File: config.mk
export PLATFORM = sky130hd
export DESIGN_NAME = tnn_accumulator
export DESIGN_NICKNAME = d
export VERILOG_FILES = /design/src/rtl/tnn_accumulator.sv
export SDC_FILE = /design/constraint.sdc
export NUM_CORES = 1
export LEC_CHECK = 0
export CAP_MARGIN = 5
export CELL_PAD_IN_SITES_DETAIL_PLACEMENT = 0
export CELL_PAD_IN_SITES_GLOBAL_PLACEMENT = 1
export CORE_ASPECT_RATIO = 1.75
export CORE_UTILIZATION = 41
export CTS_CLUSTER_SIZE = 30
export DETAILED_ROUTE_END_ITERATION = 10
export PLACE_DENSITY_LB_ADDON = 0.25
export SKIP_CTS_REPAIR_TIMING = 1
export SLEW_MARGIN = 30
export SYNTH_ARGS = -nofsm -noshare
export SYNTH_HDL_FRONTEND = slang
export SYNTH_SLANG_ARGS = --single-unit
File: constraint.sdc
create_clock -name clk -period 5.5 [get_ports clk]
set_clock_uncertainty 0.15 [all_clocks]
set_input_delay 1.1 -clock clk [delete_from_list [all_inputs] [get_ports clk]]
set_output_delay 1.1 -clock clk [all_outputs]
set_load 0.01 [all_outputs]
File: src/rtl/tnn_accumulator.sv
// tnn_accumulator: sums LANES signed products per beat over cfg_len beats and emits a saturated result
module tnn_accumulator #(
    parameter int FEATURE_WIDTH = 32,
    parameter int LANES         = 9,
    parameter int ACC_WIDTH     = 48,
    parameter int LEN_WIDTH     = 12
) (
    input  logic                             clk,
    input  logic                             rst_n,
    input  logic                             clear,
    input  logic [LEN_WIDTH-1:0]             cfg_len,
    input  logic                             in_valid,
    output logic                             in_ready,
    input  logic [LANES*FEATURE_WIDTH-1:0]   in_data,
    output logic                             out_valid,
    input  logic                             out_ready,
    output logic [FEATURE_WIDTH-1:0]         out_data,
    output logic                             out_sat
);
    typedef enum logic [1:0] {IDLE, ACC, DRAIN, HOLD} state_t;
    state_t                       state;
    logic [LEN_WIDTH-1:0]         cnt, len_q, len_cur, cnt_nxt;
    logic [ACC_WIDTH-1:0]         lane_sum, s1_sum, acc, acc_nxt;
    logic [ACC_WIDTH-FEATURE_WIDTH:0] hi;
    logic [FEATURE_WIDTH-1:0]     clip;
    logic                         s1_valid, s1_first, accept, last, sat;

    assign in_ready = state == IDLE || state == ACC;
    assign accept   = in_valid && in_ready;
    assign len_cur  = state == IDLE ? (cfg_len == '0 ? LEN_WIDTH'(1) : cfg_len) : len_q;
    assign cnt_nxt  = cnt + LEN_WIDTH'(1);
    assign last     = cnt_nxt == len_cur;
    assign acc_nxt  = !s1_valid ? acc : s1_first ? s1_sum : acc + s1_sum;
    assign hi       = acc_nxt[ACC_WIDTH-1:FEATURE_WIDTH-1];
    assign sat      = !(&hi || ~|hi);
    assign clip     = sat ? {acc_nxt[ACC_WIDTH-1], {(FEATURE_WIDTH-1){~acc_nxt[ACC_WIDTH-1]}}}
                          : acc_nxt[FEATURE_WIDTH-1:0];

    // sign-extend every lane to the accumulator width and add them up
    always_comb begin
        lane_sum = '0;
        for (int i = 0; i < LANES; i++)
            lane_sum = lane_sum + {{(ACC_WIDTH-FEATURE_WIDTH){in_data[i*FEATURE_WIDTH+FEATURE_WIDTH-1]}},
                                   in_data[i*FEATURE_WIDTH +: FEATURE_WIDTH]};
    end

    // stage 1 registers the beat sum, stage 2 folds it into the accumulator
    always_ff @(posedge clk or negedge rst_n) begin
        if (!rst_n) begin
            s1_sum   <= '0;
            s1_valid <= 1'b0;
            s1_first <= 1'b0;
            acc      <= '0;
        end else if (clear) begin
            s1_sum   <= '0;
            s1_valid <= 1'b0;
            s1_first <= 1'b0;
            acc      <= '0;
        end else begin
            s1_sum   <= accept ? lane_sum : s1_sum;
            s1_valid <= accept;
            s1_first <= accept && state == IDLE;
            acc      <= acc_nxt;
        end
    end

    // beat counting, result framing and the registered output handshake
    always_ff @(posedge clk or negedge rst_n) begin
        if (!rst_n) begin
            state     <= IDLE;
            cnt       <= '0;
            len_q     <= '0;
            out_valid <= 1'b0;
            out_data  <= '0;
            out_sat   <= 1'b0;
        end else if (clear) begin
            state     <= IDLE;
            cnt       <= '0;
            len_q     <= '0;
            out_valid <= 1'b0;
            out_data  <= '0;
            out_sat   <= 1'b0;
        end else begin
            case (state)
                IDLE: if (accept) begin
                    len_q <= len_cur;
                    cnt   <= cnt_nxt;
                    state <= last ? DRAIN : ACC;
                end
                ACC: if (accept) begin
                    cnt   <= cnt_nxt;
                    state <= last ? DRAIN : ACC;
                end
                DRAIN: begin
                    state     <= HOLD;
                    out_valid <= 1'b1;
                    out_data  <= clip;
                    out_sat   <= sat;
                end
                HOLD: if (out_ready) begin
                    state     <= IDLE;
                    cnt       <= '0;
                    out_valid <= 1'b0;
                end
            endcase
        end
    end
endmodule
==> results of run 1 <==
==> power breakdown <==
part	switching [uW]	leakage (uW)	internal [uW]	total (uW)
registers	145	0.00202	1280	1420
logic	4840	0.00916	5180	10000
clock network	488	0.000265	629	1120
==> final timing paths <==
kind | start | end | slack, ns | cells past startpoint
setup / recovery | in_data[107] | s1_sum[35]$_DFFE_PN0P_ | -0.58 | 21
hold / removal | out_data[7]$_DFFE_PN0P_ | out_data[7]$_DFFE_PN0P_ | 0.36 | 1
setup reg to reg | s1_sum[0]$_DFFE_PN0P_ | out_data[21]$_DFFE_PN0P_ | 0.45 | 15
hold reg to reg | out_data[7]$_DFFE_PN0P_ | out_data[7]$_DFFE_PN0P_ | 0.36 | 1
max in group asynchronous | rst_n | s1_valid$_DFF_PN0_ | 3.61 | 2
min in group asynchronous | rst_n | cnt[4]$_DFFE_PN0P_ | 0.53 | 1
==> Yosys cell counts (6+ instances only) <==
| library cell | number |
|---|---|
| a211oi_1 | 16 |
| a21o_1 | 33 |
| a21oi_1 | 104 |
| a221o_1 | 34 |
| a221oi_1 | 6 |
| a22o_1 | 9 |
| a31oi_1 | 16 |
| and3_1 | 16 |
| buf_2 | 17 |
| clkbuf_1 | 60 |
| dfrtp_1 | 150 |
| fa_1 | 228 |
| ha_1 | 85 |
| inv_1 | 343 |
| mux2i_1 | 26 |
| nand2_1 | 157 |
| nand2b_1 | 11 |
| nand3_1 | 21 |
| nand3b_1 | 6 |
| nand4_1 | 32 |
| nor2_1 | 109 |
| nor2b_1 | 13 |
| nor3_1 | 17 |
| nor4_1 | 8 |
| o211ai_1 | 33 |
| o21a_1 | 10 |
| o21ai_0 | 114 |
| o21ai_1 | 9 |
| o21bai_1 | 7 |
| o221ai_1 | 7 |
| o31ai_1 | 9 |
| or3_1 | 8 |
| xnor2_1 | 37 |
| xor2_1 | 42 |
==> logic make-up (layout without fill, tap and decap cells) <==
logic type / after synthesis / count (layout) / synth area share, %
compound gates: 452 / 452 / 17.8
buf+inv: 430 / 830 / 9.71
simple gates: 429 / 429 / 11.9
fa+ha+maj: 313 / 313 / 32.9
flops: 150 / 150 / 22.0
xor+xnor: 80 / 80 / 4.15
mux: 26 / 26 / 1.52
==> registers in the layout, summed over array words and instances, names as in the netlist <==
name and flops:
acc 48, s1_sum 40, out_data 32, cnt 12
len_q 12, state 2, out_sat 1, out_valid 1
s1_first 1, s1_valid 1
==> area by class of cell <==
type | count | area [um2] | share of cell area (%)
clock inverters | 12 | 108 | 0.468
well taps | 550 | 688 | 2.99
flip-flops and latches | 150 | 3760 | 16.3
multi-input cells | 1300 | 12200 | 53.0
clock buffers | 19 | 443 | 1.93
inverters | 345 | 1300 | 5.65
repair buffers | 454 | 4510 | 19.6
==> metrics by stage <==
stage	area, um2	hold slack [ns]
global route	23000	0.381
detailed placement	21700	0.351
floorplan	17100	0.320
finish	23000	0.358
global placement	21700	0.340
CTS	22200	0.367
==> routing by layer <==
metal / routed length [um] / part of all wire [%] / vias up / global-route usage (%)
li1: - / - / 7039 / -
met5: 0 / 0 / - / 0
met1: 17100 / 37 / 7117 / 23.8
met3: 1710 / 3.7 / 79 / 3.63
met2: 25400 / 55 / 318 / 43.0
met4: 1650 / 3.6 / 0 / 9.21
==> worst max-delay path, stage by stage <==
cell,delay (ns)
clkdlybuf4s50_1,0.49
fa_1,0.46
fa_2,0.49
fa_1,0.53
inv_2,0.04
fa_1,0.51
inv_2,0.05
ha_4,0.24
nand3_4,0.08
o221ai_2,0.12
a22o_1,0.24
o21bai_4,0.19
a31oi_1,0.14
buf_4,0.15
o21ai_4,0.06
a211oi_2,0.23
nor2b_1,0.10
or4b_4,0.55
a31oi_4,0.18
xor2_1,0.18
o21ai_1,0.08
==> qor.txt, run 1 <==
Pin count of the biggest net entering global routing -> 85
CTS tree -> done
Crit. End Element -> flop
Tot Pwr -> 12600 uW
Clock net sink count -> 150
Worst-margin pin slew -> 0.839 ns
Final cell count without fillers -> 2830
Initial antenna violation count -> 0
Core ar. -> 0.0410 mm2
Total Routed Length -> 45900 um
RSZ-0062 raised after global routing -> true
DR pass1 iterations -> 6
Fin crit share -> 111%
CTS Buffer Depth -> 2
EDFF count, synth -> 0
P&R area growth vs syn -> 34.6%
Unique masters post-synth -> 76
Hold Fails Final Rpt -> 0
Post-layout util -> 56.1%
Crit-path max FO -> 4
WP data arrival -> 6.22 ns
FILL cells -> 3798
Final setup viols -> 12
Hold Crit Class -> flop to flop
Die Ht -> 272 um
Most common flop cell mapped by yosys -> dfrtp_1
F_max -> 0.165 GHz
Max-cap viol count -> 0
Failing checks -> negative setup slack
Final Critical Period -> 6.08 ns
Slew Limit Fails -> 0
Initial Util -> 41.7%
Wirelength per Cell -> 16.2 um
Synthesized cell area -> 0.0171 mm2
Commonest non-fill, non-tap cell in the layout -> inv_1
Async S/R FF share, synth -> 100%
Post-route ant nets -> 0
Vias in the first global route -> 15690
HPWL after DPL -> 37700 um
DRC viols -> 0
Total Neg Setup Slack -> -2.54 ns
Fin nets -> 2886
Port Buffers -> 339
CTS buffer count -> 17
Rows -> 98
Iteration-0 DRC Markers -> 485
Top Ports -> 340
Clk slew on worst S/H paths -> 0.06 ns
# placed instances -> 2792
Most frequent cells in the layout -> inv_1 (277), clkdlybuf4s50_1 (217), fa_1 (197)
Syn avg cell area -> 9.09 um2
# diodes -> 0
Worst-Skew Late Latency -> 0.45 ns
P_leak -> 0.0114 uW
GP Congestion -> 0.899
Maximum level of the CTS H-tree -> 4
Avg Vias per Cell -> 5.14
Post-synth top area share -> 26.7%
Crit path kind -> primary input to flop
Most area-consuming cells after synthesis -> fa_1 (27%), dfrtp_1 (22%), inv_1 (7.5%)
Root buf cell -> clkbuf_16
First-pass GRT wire length -> 75200 um
Grt ovf -> 0
Syn Nets -> 2498
Critical Path RT -> 5.64 ns
Yosys warnings -> 0
Crit start category -> primary input
Maximum vdd drop -> 0.389 mV
Vias post-DR -> 14553
Post-synthesis sequential area ratio -> 22.0%
Gr usage total -> 22.4%
Run status -> complete, but fails checks
Die area -> 0.0425 mm2
Power Density -> 547 mW/mm2
Final setup margin -> -0.578 ns
Die width -> 156 um
Yosys reg bits -> 150
Max_slew headroom -> 44.0%
Cells after Synth -> 1880
Pre-CTS setup slack -> -1.35 ns
Layout cells sized above 1 -> 14.4%
Top cell type by total area after synthesis -> fa_1
Power figures use the tool's default switching activity.
==> inputs of run 2 (changes only) <==
--- a/config.mk
+++ b/config.mk
@@ -12,9 +12,10 @@
 export CORE_UTILIZATION = 41
 export CTS_CLUSTER_SIZE = 30
 export DETAILED_ROUTE_END_ITERATION = 10
+export GPL_TIMING_DRIVEN = 1
 export PLACE_DENSITY_LB_ADDON = 0.25
 export SKIP_CTS_REPAIR_TIMING = 1
-export SLEW_MARGIN = 30
+export SLEW_MARGIN = 20
 export SYNTH_ARGS = -nofsm -noshare
 export SYNTH_HDL_FRONTEND = slang
 export SYNTH_SLANG_ARGS = --single-unit
==> results of run 2 <==
Final layout, timing and power as in run 1 (identical DEF).
